**src/rtl/dm_sba_arbiter_pkg.sv**
```systemverilog
`default_nettype none
// ============================================================================
//  Module  : dm_sba_arbiter_pkg
//  Purpose : Shared types and helpers for the SBA bus arbiter slice.
//            - SbaBusWidth / SbaBeWidth : bus-width constants used by the
//              per-requester payload record.
//            - sba_req_t                : one requester's bus payload.
//            - idx_width()              : index width that never collapses
//                                         to zero bits.
//  Revision: 1.0  initial release
// ============================================================================
package dm_sba_arbiter_pkg;

   localparam int unsigned SbaBusWidth = 32;
   localparam int unsigned SbaBeWidth  = SbaBusWidth / 8;

   typedef struct packed {
      logic [SbaBusWidth-1:0] add;
      logic                   we;
      logic [SbaBusWidth-1:0] wdata;
      logic [SbaBeWidth-1:0]  be;
   } sba_req_t;

   // $clog2(1) is 0; a one-entry index still needs one bit to be declarable.
   function automatic int unsigned idx_width(input int unsigned n);
      return (n > 1) ? $clog2(n) : 1;
   endfunction

endpackage
`default_nettype wire

```
**src/rtl/dm_sba_owner_fifo.sv**
```systemverilog
`default_nettype none
// ============================================================================
//  Module  : dm_sba_owner_fifo
//  Purpose : In-order FIFO of requester indices, one entry per granted bus
//            access that has not yet received its response.
//  Ports   : clk_i, rst_i (async, active-high), flush_i (sync clear),
//            push_i/data_i (write index), pop_i/data_o (head index),
//            full_o, empty_o.
//            A push while full or a pop while empty is ignored.
//  Revision: 1.0  initial release
// ============================================================================
module dm_sba_owner_fifo
   import dm_sba_arbiter_pkg::*;
#(
   parameter int unsigned Depth = 2,
   parameter int unsigned DataW = 1
) (
   input  logic             clk_i,
   input  logic             rst_i,
   input  logic             flush_i,
   input  logic             push_i,
   input  logic [DataW-1:0] data_i,
   input  logic             pop_i,
   output logic [DataW-1:0] data_o,
   output logic             full_o,
   output logic             empty_o
);

   localparam int unsigned     PtrW    = idx_width(Depth);
   localparam int unsigned     CntW    = $clog2(Depth + 1);
   localparam logic [PtrW-1:0] LastPtr = PtrW'(Depth - 1);

   logic [DataW-1:0] mem_q [Depth];
   logic [PtrW-1:0]  wr_ptr_q;
   logic [PtrW-1:0]  rd_ptr_q;
   logic [CntW-1:0]  cnt_q;
   logic             push_ok;
   logic             pop_ok;

   assign full_o  = (cnt_q == CntW'(Depth));
   assign empty_o = (cnt_q == '0);
   assign push_ok = push_i & ~full_o;
   assign pop_ok  = pop_i & ~empty_o;
   assign data_o  = mem_q[rd_ptr_q];

   // Pointers wrap explicitly so non-power-of-2 depths work.
   always_ff @(posedge clk_i or posedge rst_i) begin
      if (rst_i) begin
         wr_ptr_q <= '0;
         rd_ptr_q <= '0;
         cnt_q    <= '0;
      end else if (flush_i) begin
         wr_ptr_q <= '0;
         rd_ptr_q <= '0;
         cnt_q    <= '0;
      end else begin
         if (push_ok) begin
            wr_ptr_q <= (wr_ptr_q == LastPtr) ? '0 : wr_ptr_q + PtrW'(1);
         end
         if (pop_ok) begin
            rd_ptr_q <= (rd_ptr_q == LastPtr) ? '0 : rd_ptr_q + PtrW'(1);
         end
         if (push_ok && !pop_ok) begin
            cnt_q <= cnt_q + CntW'(1);
         end else if (!push_ok && pop_ok) begin
            cnt_q <= cnt_q - CntW'(1);
         end
      end
   end

   // Storage needs no reset: entries are only read while counted valid.
   always_ff @(posedge clk_i) begin
      if (push_ok) begin
         mem_q[wr_ptr_q] <= data_i;
      end
   end

endmodule
`default_nettype wire

```
**src/rtl/dm_sba_arbiter.sv**
```systemverilog
`default_nettype none
// ============================================================================
//  Module  : dm_sba_arbiter
//  Purpose : Shares one system-bus master port between NrReq SBA-style
//            requesters. Round-robin selection with a lock that keeps an
//            ungranted bus request on the same source; an owner FIFO routes
//            each in-order response back to the requester that issued it.
//  Ports   : clk_i, rst_i (async, active-high)
//            req_i/add_i/we_i/wdata_i/be_i : packed per-requester requests
//            gnt_o, r_valid_o              : per-requester grant / response
//            r_rdata_o                     : response data (broadcast)
//            master_*                      : bus master port
//            spurious_rsp_o                : response with nothing outstanding
//  Revision: 1.0  initial release
// ============================================================================
module dm_sba_arbiter
   import dm_sba_arbiter_pkg::*;
#(
   parameter int unsigned NrReq          = 2,
   parameter int unsigned BusWidth       = SbaBusWidth,
   parameter int unsigned MaxOutstanding = 2
) (
   input  logic                          clk_i,
   input  logic                          rst_i,
   input  logic [NrReq-1:0]              req_i,
   input  logic [NrReq*BusWidth-1:0]     add_i,
   input  logic [NrReq-1:0]              we_i,
   input  logic [NrReq*BusWidth-1:0]     wdata_i,
   input  logic [NrReq*BusWidth/8-1:0]   be_i,
   output logic [NrReq-1:0]              gnt_o,
   output logic [NrReq-1:0]              r_valid_o,
   output logic [BusWidth-1:0]           r_rdata_o,
   output logic                          master_req_o,
   output logic [BusWidth-1:0]           master_add_o,
   output logic                          master_we_o,
   output logic [BusWidth-1:0]           master_wdata_o,
   output logic [BusWidth/8-1:0]         master_be_o,
   input  logic                          master_gnt_i,
   input  logic                          master_r_valid_i,
   input  logic [BusWidth-1:0]           master_r_rdata_i,
   output logic                          spurious_rsp_o
);

   localparam int unsigned     IdxW    = idx_width(NrReq);
   localparam int unsigned     BeW     = BusWidth / 8;
   localparam logic [IdxW-1:0] LastIdx = IdxW'(NrReq - 1);

   sba_req_t        req_pl [NrReq];
   sba_req_t        sel_pl;
   logic [IdxW-1:0] rr_ptr_q, rr_ptr_d;
   logic            lock_q, lock_d;
   logic [IdxW-1:0] lock_idx_q, lock_idx_d;
   logic [IdxW-1:0] arb_sel;
   logic [IdxW-1:0] sel;
   logic [IdxW-1:0] head;
   logic            fifo_full;
   logic            fifo_empty;
   logic            xfer;
   logic            rsp_hit;

   for (genvar g = 0; g < NrReq; g++) begin : g_unpack
      assign req_pl[g].add   = SbaBusWidth'(add_i[g*BusWidth +: BusWidth]);
      assign req_pl[g].we    = we_i[g];
      assign req_pl[g].wdata = SbaBusWidth'(wdata_i[g*BusWidth +: BusWidth]);
      assign req_pl[g].be    = SbaBeWidth'(be_i[g*BeW +: BeW]);
   end

   // First asserted request at or after rr_ptr_q, wrapping modulo NrReq.
   always_comb begin
      logic [IdxW:0] cand;
      logic          hit;
      cand    = '0;
      hit     = 1'b0;
      arb_sel = rr_ptr_q;
      for (int unsigned k = 0; k < NrReq; k++) begin
         cand = {1'b0, rr_ptr_q} + (IdxW+1)'(k);
         if (cand >= (IdxW+1)'(NrReq)) begin
            cand = cand - (IdxW+1)'(NrReq);
         end
         if (!hit && req_i[cand[IdxW-1:0]]) begin
            hit     = 1'b1;
            arb_sel = cand[IdxW-1:0];
         end
      end
   end

   // A waiting bus request never changes source until it is granted.
   assign sel    = lock_q ? lock_idx_q : arb_sel;
   assign sel_pl = req_pl[sel];

   // A full owner FIFO blocks issue even if a response pops it this cycle.
   assign master_req_o   = ~rst_i & ~fifo_full & req_i[sel];
   assign xfer           = master_req_o & master_gnt_i;
   assign master_add_o   = rst_i ? '0   : BusWidth'(sel_pl.add);
   assign master_we_o    = rst_i ? 1'b0 : sel_pl.we;
   assign master_wdata_o = rst_i ? '0   : BusWidth'(sel_pl.wdata);
   assign master_be_o    = rst_i ? '0   : BeW'(sel_pl.be);

   always_comb begin
      gnt_o      = '0;
      gnt_o[sel] = xfer;
   end

   assign rsp_hit        = ~rst_i & master_r_valid_i & ~fifo_empty;
   assign spurious_rsp_o = ~rst_i & master_r_valid_i & fifo_empty;
   assign r_rdata_o      = rst_i ? '0 : master_r_rdata_i;

   always_comb begin
      r_valid_o       = '0;
      r_valid_o[head] = rsp_hit;
   end

   always_comb begin
      rr_ptr_d   = rr_ptr_q;
      lock_d     = lock_q;
      lock_idx_d = lock_idx_q;
      if (xfer) begin
         lock_d   = 1'b0;
         rr_ptr_d = (sel == LastIdx) ? '0 : sel + IdxW'(1);
      end else if (master_req_o) begin
         lock_d     = 1'b1;
         lock_idx_d = sel;
      end
   end

   always_ff @(posedge clk_i or posedge rst_i) begin
      if (rst_i) begin
         rr_ptr_q   <= '0;
         lock_q     <= 1'b0;
         lock_idx_q <= '0;
      end else begin
         rr_ptr_q   <= rr_ptr_d;
         lock_q     <= lock_d;
         lock_idx_q <= lock_idx_d;
      end
   end

   dm_sba_owner_fifo #(
      .Depth (MaxOutstanding),
      .DataW (IdxW)
   ) u_owner_fifo (
      .clk_i   (clk_i),
      .rst_i   (rst_i),
      .flush_i (1'b0),
      .push_i  (xfer),
      .data_i  (sel),
      .pop_i   (rsp_hit),
      .data_o  (head),
      .full_o  (fifo_full),
      .empty_o (fifo_empty)
   );

   // Requesters must keep requesting while their access is parked in the lock.
   a_lock_hold: assert property (@(posedge clk_i) disable iff (rst_i)
      lock_q |-> req_i[lock_idx_q]);

endmodule
`default_nettype wire

```
**config.mk**
```make
export PLATFORM = sky130hd
export DESIGN_NAME = dm_sba_arbiter
export DESIGN_NICKNAME = d
export VERILOG_FILES = /design/src/rtl/dm_sba_arbiter_pkg.sv /design/src/rtl/dm_sba_owner_fifo.sv /design/src/rtl/dm_sba_arbiter.sv
export SDC_FILE = /design/constraint.sdc
export NUM_CORES = 1
export LEC_CHECK = 0
export BUFFER_PORTS_ARGS = -buffer_cell sky130_fd_sc_hd__buf_2
export CORE_AREA = 2 2 109 111
export CTS_CLUSTER_DIAMETER = 50
export CTS_CLUSTER_SIZE = 25
export DETAILED_ROUTE_END_ITERATION = 12
export DIE_AREA = 0 0 111 113
export PLACE_DENSITY = 0.59
export SYNTH_ARGS = -nofsm -noshare
export SYNTH_HDL_FRONTEND = slang
export SYNTH_HIERARCHICAL = 1
export SYNTH_SLANG_ARGS = --single-unit
```
**constraint.sdc**
```tcl
create_clock -name clk_i -period 4.7 [get_ports clk_i]
set_input_delay 0.235 -clock clk_i [delete_from_list [all_inputs] [get_ports clk_i]]
set_output_delay 0.235 -clock clk_i [all_outputs]
set_load 0.02 [all_outputs]
```
---- Word level (Yosys, flattened, before mapping) ----
Memories as Yosys holds them, arrays and structs flattened.
Cells that the tools add are included.
word-level totals
  memories kept ........................... 1
  register bits ........................... 7
  RAM bits ................................ 2
memories
  name                depth  width  rd ports  clocked after Yosys merged registers in  wr ports  RTL line                 source
  u_owner_fifo.mem_q  2      1      1         0                                        1         dm_sba_owner_fifo.sv:33  logic [DataW-1:0] mem_q [Depth];
operators by class
  reductions and logical operators ........ 12
  $lt $le $gt $ge ......................... 9
  mux-type cells .......................... 33
  $add $sub $neg .......................... 8
  equal/unequal tests ..................... 1
  bitwise logic cells ..................... 15
operator list
  kind                   number
  $mux W69               3
  $mux W32               3
  $mux W1                22
  $and A1 B1 Y1          8
  $lt A1 B2 Y1 const B   4
  $logic_and A1 B1 Y1    5
  $and A2 B2 Y2          2
  $ge A2 B2 Y1 const B   2
  $mux W2                2
  $mux W4                1
  $not A1 Y1             4
  $reduce_bool A2 Y1     2
  $add A1 B1 Y1 const B  3
  $logic_not A1 Y1       3
  $add A1 B1 Y2 const B  1
  $add A2 B1 Y2 const B  1
  $demux W1 S1           2
  $eq A2 B2 Y1 const B   1
  $ge A1 B1 Y1 const B   2
  $ge A1 B2 Y1 const B   1
  $logic_not A2 Y1       1
  $not A1 Y2             1
  $reduce_and A2 Y1      1
  $sub A1 B1 Y1 const B  2
  $sub A2 B1 Y2 const B  1

---- Depth between registers and ports, before layout ----
Gate-level depths: netlist of the first run.
  word-level depth ........................ 18
  depth in mapped cells ................... 7
  gate-level depth less buffers ........... 7

---- By module ----
The synthesis of the first run kept the hierarchy.
by module, submodules not included
  module             area each (µm²)  instances  cells each
  dm_sba_arbiter     1874.3           1          302
  dm_sba_owner_fifo  300.3            1          29

---- Worst setup path after synthesis of the first run ----
Ideal clock, no wire load.
  kind .................................... register to register
  from .................................... reg u_owner_fifo.cnt_q[0]
  to ...................................... mem u_owner_fifo.mem_q[0] (enable)
  setup slack ............................. 2873 ps
  buffers on the path ..................... 0
  library setup time ...................... 290 ps
  data required time ...................... 4410 ps
  stages on the path, launching flop included .. 8
  arrival time ............................ 1537 ps
  cells stage by stage .................... dfrtp_1 > nand2b_2 > inv_2 > nor2_1 > and3_1 > clkinv_1 > or3_1 > inv_1
between the ends
  longest elaborated chain between the ends .. 8
RTL lines
  item                           RTL line                 source
  start: declaration             dm_sba_owner_fifo.sv:36  logic [CntW-1:0] cnt_q;
  start signal: assignment       dm_sba_owner_fifo.sv:64  cnt_q <= cnt_q + CntW'(1);
  start signal: assignment       dm_sba_owner_fifo.sv:66  cnt_q <= cnt_q - CntW'(1);
  $eq A2 B2 Y1                   dm_sba_owner_fifo.sv:40  assign full_o = (cnt_q == CntW'(Depth));
  net fifo_full                  dm_sba_arbiter.sv:56     logic fifo_full;
  $not A1 Y1                     dm_sba_arbiter.sv:92     assign master_req_o = ~rst_i & ~fifo_full & req_i[sel];
  $and A1 B1 Y1 (2 in a row)     dm_sba_arbiter.sv:92
  $and A1 B1 Y1                  dm_sba_arbiter.sv:93     assign xfer = master_req_o & master_gnt_i;
  net xfer                       dm_sba_arbiter.sv:58     logic xfer;
  $and A1 B1 Y1                  dm_sba_owner_fifo.sv:42  assign push_ok = push_i & ~full_o;
  $mux W1                        dm_sba_owner_fifo.sv:73  if (push_ok) begin
  $mux W1 (not written as such)  dm_sba_owner_fifo.sv:74  mem_q[wr_ptr_q] <= data_i;
  end: declaration               dm_sba_owner_fifo.sv:33
The timed path passes the listed nets, and every way through them passes these cells.

---- Final worst setup path of the first run ----
  from .................................... in rst_i
  to ...................................... out master_wdata_o[14]
between the ends
  longest elaborated chain between the ends .. 1
RTL lines
  item                RTL line              source
  start: declaration  dm_sba_arbiter.sv:24  input logic rst_i,
  $mux W32            dm_sba_arbiter.sv:96  assign master_wdata_o = rst_i ? '0 : BusWidth'(sel_pl.wdata);
  end: declaration    dm_sba_arbiter.sv:36  output logic [BusWidth-1:0] master_wdata_o,
Every way passes these cells.

==> results of run 1 <==
==> critical path: stages <==
cell     delay, ns
buf_2         0.31
inv_4         0.74
buf_4         0.45
nand2_1       0.09
mux2i_1       0.16
buf_2         0.19
==> state kept, by name, indices dropped and copies added (netlist names) <==
register	cells
lock_idx_q	1
u_owner_fifo/wr_ptr_q	1
lock_q	1
u_owner_fifo/rd_ptr_q	1
rr_ptr_q	1
u_owner_fifo/cnt_q	2
u_owner_fifo/mem_q	2
==> area by class of cell <==
| class | count | area (um2) |
|---|---|---|
| Timing Repair Buffer | 284 | 1439 |
| Clock buffer | 4 | 78.83 |
| Fill cell | 1227 | 7607 |
| Sequential cell | 9 | 235.2 |
| Multi-Input combinational cell | 291 | 1704 |
| Inverter | 7 | 28.78 |
| Tap cell | 143 | 178.9 |
==> synth_stat cells, types with 2 or more instances <==
library cell and number:
clkinv_1 2, nor2_1 7, inv_2 2, dfrtp_1 7, nor2b_1 33, nand2_1 143, clkbuf_1 16, a21oi_1 7
buf_12 6, nand3_1 2, inv_1 3, o21ai_0 4, edfxtp_1 2, nor3b_1 2, and2_1 2, buf_2 3
mux2i_1 71, and3_1 3
==> power by group through the flow <==
stage	Clock [mW]	Sequential, mW	Combinational, mW
2_1_floorplan	0	0.0976	0.511
3_3_place_gp	0	0.100	0.664
3_5_place_dp	0	0.0998	0.665
4_1_cts	0.157	0.0986	0.667
5_1_grt	0.161	0.100	0.707
6_report	0.154	0.0988	0.659
==> cell usage in the layout (no fill, tap or decap), drive strengths merged, types with 3 or more instances in the layout <==
cell type / count
buf: 284
nand2: 143
mux2i: 71
nor2b: 33
nor2: 7
a21oi: 7
dfrtp: 7
inv: 6
o21ai: 5
conb: 4
clkbuf: 4
and3: 3
==> metrics by stage <==
step	hold slack, ns	utilization [%]	power (mW)	setup slack, ns	instance area [um2]
floorplan	0.001082	-	0.6086	2.873	2186
global placement	0.4334	31.81	0.7641	2.263	3586
detailed placement	0.4558	31.81	0.7644	2.197	3586
CTS	0.2055	32.51	0.9227	2.196	3665
global route	0.2589	32.51	0.9688	1.995	3665
finish	0.1995	32.51	0.9116	2.190	3665
==> cells by family (layout without fill, tap and decap cells) <==
group | count (synthesis) | in the layout
flops | 9 | 9
mux | 72 | 72
buf+inv | 34 | 295
xor+xnor | 1 | 1
other cells | 1 | 4
compound gates | 17 | 17
simple gates | 197 | 197
==> per-layer routing <==
layer	part of all wire, %	vias up	routed length [um]
met5	0	-	0
met4	1.3	0	108
met3	9.3	9	780
met2	50	161	4201
met1	39	1261	3319
li1	-	1592	-
==> worst min path at each step <==
stage / from / end / slack [ns] / depth (start not counted)
global placement: rst_i / u_owner_fifo/cnt_q[0] / 0.43 / 2
CTS: rst_i / u_owner_fifo/cnt_q[0] / 0.21 / 2
detailed placement: rst_i / u_owner_fifo/rd_ptr_q / 0.46 / 2
finish: rst_i / u_owner_fifo/cnt_q[0] / 0.20 / 2
floorplan: rst_i / u_owner_fifo/cnt_q[0] / 0.001 / 1
global route: rst_i / u_owner_fifo/rd_ptr_q / 0.26 / 2
==> results.toml, run 1 <==
[detailed_routing]
drt_iter0_drc = 107
vias = 3023
detail_route.wl_per_cell_um = 11.39
avgViaCountPerCell = 4.096
first_pass_iters = 4
routed_wl_mm = 8.409
drc = 0
drtAntennaViolNets = 0

[critical_path]
cp-start-kind = "input port"
cp_max_fo = 109
required_ns = 4.47
r2r-start = "u_owner_fifo/cnt_q[0]"
cp_data_arrival_time_ns = 2.28
startpoint = "rst_i"
rr_worst_depth = 7
crit_path_end_kind = "primary output"
endpoint = "master_wdata_o[14]"
path_class = "in -> out"
r2r_end = "u_owner_fifo/mem_q[0]"
r2r_setup_slack_ns = 2.61

[logic_synthesis]
synth_xor_area_share_pct = 0.4028
synth_adder_area_share_pct = 0
synthMuxAreaShare_pct = 33.20
syn_avg_cell_area_um2 = 6.570
synth-edff-count = 2
yosysWarnings = 6
synth_area_leaders = "mux2i_1 (33%), nand2_1 (25%), nor2b_1 (9.5%)"
synth_seq_area_share_pct = 10.82
yosysUniqueCellTypes = 34
synth_top_family_by_area = "simple AND/OR/NAND/NOR gates"
synth_compound_area_share_pct = 4.488
synthArstFlopShare_pct = 77.78
ys.flop_type = "dfrtp_1"
synth.cell_area_um2 = 2175
synth_simple_gate_area_share_pct = 39.53
synth_seq_cells = 9
yosys.area.top_type = "mux2i_1"
yosysTopAreaCellShare_pct = 32.68
synth_cells = 331

[global_route]
met1_usage_pct = 13.09
use_met2_pct = 23.11
first_global_vias = 2770
track_usage_pct = 11.91
grt_pass1_wl_mm = 12.56
busiest_layer = "met2"
grt_max_degree = 110
grt.overflow.total = 0
gr-usage-met3_pct = 2.410
antenna_found_initial = 0

[clock_network]
cts_sinks = 9
numCtsBuffers = 3
cts_resized = 0
cts_setup_buffers = 0
ctsHtreeMaxLevel = 1
cts_root_buffer = "clkbuf_16"
cts_tree = "built"
clock_path_buffers = 2
clk_pin_slew_ns = 0.04
clk_latency_ns = 0.24
cts_hold_buf = 0

[sta]
fin_setup_tns_ns = 0
fin_skew_ns = 0.001674
maxSlewViolCount = 0
fin_crit_sh_pct = 53.41
setup_violations = 0
max_freq_ghz = 0.3984
timing.slew.headroom_pct = 35.72
rsz0062_at_grt = "false"
fin_crit_ns = 2.510
hold_violations = 0
worstMarginPinSlew_ns = 0.9642

[place]
gp_congestion = 0.8555
dp.cells = 734
dp_hpwl_mm = 6.819
port_buffers = 282

[power_and_ir_drop]
sw_frac_of_total_pct = 47.74
intPower_mw = 0.4764
p_comb_share_pct = 72.3
power.share.sequential_pct = 10.8
switchingPower_mw = 0.4352
clockPowerShare_pct = 16.8
p_leak_nw = 2.233
p_per_area_nw_per_um2 = 248.7
ir_drop_mv = 0.1448

[die]
dieArea_um2 = 12540
fp.coreArea_um2 = 11270
die_w_um = 111
die_y_um = 113
ios = 283
std_cell_rows = 39
initial_core_util_pct = 19.29

[cells_and_area]
drive_gt1_share_pct = 49.24
diodes = 0
stdcell_count = 738
syn2layout_area_growth_pct = 68.53
nets = 772

[flow_run]
cap_violations = 0

[outcome]
status = "finished clean"

[worst_hold_path]
hold_class = "in -> async"
Note: power is estimated with default switching activity, not from simulation.
==> run 2, diff against run 1 <==
--- a/config.mk
+++ b/config.mk
@@ -6,12 +6,12 @@
 export NUM_CORES = 1
 export LEC_CHECK = 0
 export BUFFER_PORTS_ARGS = -buffer_cell sky130_fd_sc_hd__buf_2
-export CORE_AREA = 2 2 109 111
+export CORE_AREA = 2 2 110 112
 export CTS_CLUSTER_DIAMETER = 50
 export CTS_CLUSTER_SIZE = 25
 export DETAILED_ROUTE_END_ITERATION = 12
-export DIE_AREA = 0 0 111 113
-export PLACE_DENSITY = 0.59
+export DIE_AREA = 0 0 112 114
+export PLACE_DENSITY = 0.61
 export SYNTH_ARGS = -nofsm -noshare
 export SYNTH_HDL_FRONTEND = slang
 export SYNTH_HIERARCHICAL = 1
==> constraint.sdc (replaced) <==
create_clock -name clk_i -period 2.2 [get_ports clk_i]
set_input_delay 0.11 -clock clk_i [delete_from_list [all_inputs] [get_ports clk_i]]
set_output_delay 0.11 -clock clk_i [all_outputs]
set_load 0.02 [all_outputs]
==> results.toml, run 2 (same netlist as run 1, synthesis figures left out) <==
[clock_network]
numCtsBuffers = 3
clk_latency_ns = 0.23
cts_setup_buffers = 0
cts_sinks = 9
ctsHtreeMaxLevel = 1
cts_root_buffer = "clkbuf_16"
clk_pin_slew_ns = 0.04
clock_path_buffers = 2
cts_tree = "built"

[place]
dp_hpwl_mm = 6.531
dp.cells = 743
gp_congestion = 0.7858
port_buffers = 282

[sta]
max_freq_ghz = 0.5232
rsz0062_at_grt = "false"
maxSlewViolCount = 0
setup_violations = 0
fin_crit_ns = 1.911
hold_violations = 0
fin_setup_tns_ns = 0
fin_crit_sh_pct = 86.87
fin_skew_ns = 0.002538

[global_route]
antenna_found_initial = 0
busiest_layer = "met2"
gr-usage-met3_pct = 2.125
grt.overflow.total = 0
grt_max_degree = 79
use_met2_pct = 21.41
first_global_vias = 2712
track_usage_pct = 10.89
grt_pass1_wl_mm = 11.90
met1_usage_pct = 12.29

[die]
std_cell_rows = 40
die_y_um = 114
dieArea_um2 = 12770
fp.coreArea_um2 = 11710
ios = 283
die_w_um = 112
initial_core_util_pct = 18.57

[detailed_routing]
routed_wl_mm = 7.971
avgViaCountPerCell = 4.142
drc = 0
drt_iter0_drc = 82
detail_route.wl_per_cell_um = 10.66
first_pass_iters = 4
drtAntennaViolNets = 0
vias = 3098

[cells_and_area]
num-fill-cells = 1290
syn2layout_area_growth_pct = 72.67
stdcell_count = 748
final_common_cell = "buf_2"
nets = 778
drive_gt1_share_pct = 49.58
most-common-layout-cells = "buf_2 (282), nand2_1 (143), mux2i_1 (71), nor2b_1 (33)"
reg.largest.list = "u_owner_fifo/cnt_q x2, u_owner_fifo/mem_q x2"
diodes = 0

[critical_path]
cp_data_arrival_time_ns = 1.80
crit_path_end_kind = "primary output"
cp-start-kind = "register"
startpoint = "rr_ptr_q"
path_class = "reg -> out"
r2r-start = "lock_idx_q"
required_ns = 2.09
cp_max_fo = 39

[power_and_ir_drop]
switchingPower_mw = 0.9322
clockPowerShare_pct = 16.3
intPower_mw = 1.046
p_per_area_nw_per_um2 = 526.9
ir_drop_mv = 0.2648
p_leak_nw = 2.275
finalPower_mw = 1.978
power.share.sequential_pct = 10.7
p_comb_share_pct = 73.0
sw_frac_of_total_pct = 47.12

[outcome]
status = "finished clean"

[worst_hold_path]
worstHoldStart = "req_i[1]"
hold_class = "in -> reg"

[flow_run]
cap_violations = 0
-- run 2: cell count changes in the layout (fill, tap and decap cells not counted), sizes merged --
cell | before | now
dlygate4sd3 | 0 | 1
buf | 284 | 289
-- run 2: cell type report --
type / instances / area (um2) / area share [%]
multi-input cells: 291 / 1704 / 45.38
flip-flops and latches: 9 / 235.2 / 6.265
repair buffers: 290 / 1524 / 40.59
well taps: 147 / 183.9 / 4.898
inverters: 7 / 28.78 / 0.7664
clock buffers: 4 / 78.83 / 2.099
-- run 2: path summary, 6_finish.rpt --
path                                              end  slack (ns)  depth (start not counted)
max in group asynchronous       u_owner_fifo/rd_ptr_q        1.40                          4
min in group asynchronous                      lock_q        0.37                          3
worst min-delay path                           lock_q        0.19                          3
worst max register to register  u_owner_fifo/mem_q[0]        0.31                          6
worst max-delay path                  master_add_o[1]        0.29                          5
worst min register to register               rr_ptr_q        0.55                          2
-- run 2: timing repair --
action	4_1_cts	5_1_grt
hold buffers	1	0
gates resized for setup	0	0
setup endpoints to repair	0	0
endpoints found under the hold margin	3	0
-- run 2: critical path, cell delays in order, from the launching register on --
cell	delay, ns
dfrtp_1	0.40
a21oi_1	0.17
o31a_2	0.22
buf_12	0.26
mux2i_1	0.27
buf_2	0.20
-- run 2: power groups by stage --
stage          clock, mW  sequential [mW]  combinational, mW
2_1_floorplan          0            0.209               1.09
3_3_place_gp           0            0.212               1.46
3_5_place_dp           0            0.212               1.46
4_1_cts            0.326            0.211               1.46
5_1_grt            0.335            0.215               1.55
6_report           0.323            0.211               1.44
-- run 2: stage by stage --
stage | setup slack, ns | utilization [%] | area, um2 | hold slack (ns)
3_3_place_gp | 0.3593 | 31.30 | 3666 | 0.08130
3_5_place_dp | 0.3308 | 31.30 | 3666 | 0.07667
2_1_floorplan | 0.3727 | - | 2186 | -0.1239
6_report | 0.2888 | 32.06 | 3755 | 0.1889
4_1_cts | 0.2705 | 32.06 | 3755 | 0.1958
5_1_grt | 0.1362 | 32.06 | 3755 | 0.2212
-- run 2: layer usage --
metal | part of all wire [%] | vias up
met2 | 51 | 169
met1 | 39 | 1320
met4 | 0.43 | 0
met3 | 9.9 | 4
met5 | 0 | -
li1 | - | 1605
==> run 3, diff against run 2 <==
--- a/config.mk
+++ b/config.mk
@@ -5,13 +5,14 @@
 export SDC_FILE = /design/constraint.sdc
 export NUM_CORES = 1
 export LEC_CHECK = 0
-export BUFFER_PORTS_ARGS = -buffer_cell sky130_fd_sc_hd__buf_2
 export CORE_AREA = 2 2 110 112
 export CTS_CLUSTER_DIAMETER = 50
 export CTS_CLUSTER_SIZE = 25
 export DETAILED_ROUTE_END_ITERATION = 12
 export DIE_AREA = 0 0 112 114
-export PLACE_DENSITY = 0.61
+export DONT_BUFFER_PORTS = 1
+export PLACE_DENSITY = 0.39
+export REMOVE_ABC_BUFFERS = 1
 export SYNTH_ARGS = -nofsm -noshare
 export SYNTH_HDL_FRONTEND = slang
 export SYNTH_HIERARCHICAL = 1
==> results.toml, run 3 (same netlist as run 1, synthesis figures left out) <==
[clock_network]
clk_pin_slew_ns = 0.04
cts_setup_buffers = 0
clk_latency_ns = 0.23
numCtsBuffers = 3
cts_sinks = 9
cts_hold_buf = 1
ctsHtreeMaxLevel = 1
cts_root_buffer = "clkbuf_16"
cts_tree = "built"
clock_path_buffers = 2
cts_resized = 0

[place]
dp.cells = 498
port_buffers = 0
dp_hpwl_mm = 5.777
gp_congestion = 0.7687
place_ws_ns = 0.3057

[sta]
fin_crit_sh_pct = 88.74
fin_setup_tns_ns = 0
worstMarginPinSlew_ns = 0.5238
timing.slew.headroom_pct = 64.08
rsz0062_at_grt = "false"
fin_skew_ns = 0.001552
setup_violations = 0
hold_violations = 0
max_freq_ghz = 0.5122
maxSlewViolCount = 0
setup_slack_ns = 0.2477
fin_crit_ns = 1.952

[outcome]
status = "finished clean"

[cells_and_area]
regArea_um2 = 235.2
nets = 533
reg.largest.list = "u_owner_fifo/cnt_q x2, u_owner_fifo/mem_q x2"
most-common-layout-cells = "nand2_1 (143), mux2i_1 (71), buf_4 (41), nor2b_1 (33)"
stdcell_count = 503
final_common_cell = "nand2_1"
diodes = 0
drive_gt1_share_pct = 14.89
multi_input_area_um2 = 1704
num-fill-cells = 1298
syn2layout_area_growth_pct = 19.97

[die]
dieArea_um2 = 12770
ios = 283
initial_core_util_pct = 18.57
die_w_um = 112
fp.coreArea_um2 = 11710
std_cell_rows = 40
die_y_um = 114

[critical_path]
r2r_end = "u_owner_fifo/mem_q[0]"
r2r_setup_slack_ns = 0.27
cp_data_arrival_time_ns = 1.84
crit_path_end_kind = "primary output"
path_class = "reg -> out"
cp_max_fo = 36
r2r-start = "u_owner_fifo/cnt_q[0]"
rr_worst_depth = 7
endpoint = "master_add_o[8]"
required_ns = 2.09
startpoint = "rr_ptr_q"
cp-start-kind = "register"

[detailed_routing]
drc = 0
first_pass_iters = 5
vias = 2284
detail_route.wl_per_cell_um = 13.50
avgViaCountPerCell = 4.541
routed_wl_mm = 6.791
drtAntennaViolNets = 0
drt_iter0_drc = 42

[power_and_ir_drop]
finalPower_mw = 1.754
p_per_area_nw_per_um2 = 672.2
p_leak_nw = 1.259
ir_drop_mv = 0.3509

[global_route]
track_usage_pct = 9.070
antenna_found_initial = 0
grt_pass1_wl_mm = 9.522
first_global_vias = 1970
grt.overflow.total = 0
grt_max_degree = 60

[flow_run]
cap_violations = 0

[worst_hold_path]
hold_class = "in -> reg"
run 3: cell types whose count changed in the layout (fill, tap and decap cells not counted), sizes merged:
| cell | change |
|---|---|
| buf | -245 |
run 3: how the worst min path moves through the flow:
stage                       endpoint  slack (ns)  cells past startpoint      from
6_report                      lock_q        0.02                      2  req_i[1]
3_3_place_gp   u_owner_fifo/cnt_q[1]       -0.10                      1     rst_i
5_1_grt                       lock_q        0.03                      2  req_i[1]
3_5_place_dp   u_owner_fifo/cnt_q[1]       -0.11                      1     rst_i
4_1_cts                       lock_q        0.02                      2  req_i[1]
2_1_floorplan  u_owner_fifo/cnt_q[0]       -0.12                      1     rst_i
run 3: report_power, final:
| group | leakage, nW | total (mW) | switching [mW] | internal, mW |
|---|---|---|---|---|
| Combinational | 1.12 | 1.23 | 0.749 | 0.477 |
| Clock | 0.0382 | 0.316 | 0.0741 | 0.242 |
| Sequential | 0.104 | 0.211 | 0.0183 | 0.193 |
| Total | 1.26 | 1.75 | 0.842 | 0.912 |
run 3: routing by layer:
metal / up-vias / share of wire, % / global-route usage [%]
met1: 999 / 33 / 9.000
met3: 2 / 9.8 / 1.860
met4: 0 / 0.16 / 0.9756
met2: 167 / 57 / 19.60
met5: - / 0 / 0
li1: 1116 / - / -
run 3: layout make-up:
class,count,share of cell area [%]
flip-flops and latches,9,9.017
inverters,7,1.103
clock buffers,4,3.022
well taps,147,7.050
repair buffers,45,14.48
multi-input cells,291,65.32
run 3: metrics by stage:
step                utilization, %  hold WS, ns  cell area, um2
detailed placement           21.52      -0.1077            2520
global placement             21.52      -0.1012            2520
finish                       22.28      0.02281            2609
floorplan                        -      -0.1239            1964
global route                 22.28      0.03475            2609
CTS                          22.28      0.02049            2609
run 3: worst max-delay path: stages, from the launching register on:
cell and delay [ns]:
dfrtp_1 0.40, a21oi_1 0.14, o31a_2 0.25, buf_12 0.25
mux2i_1 0.52
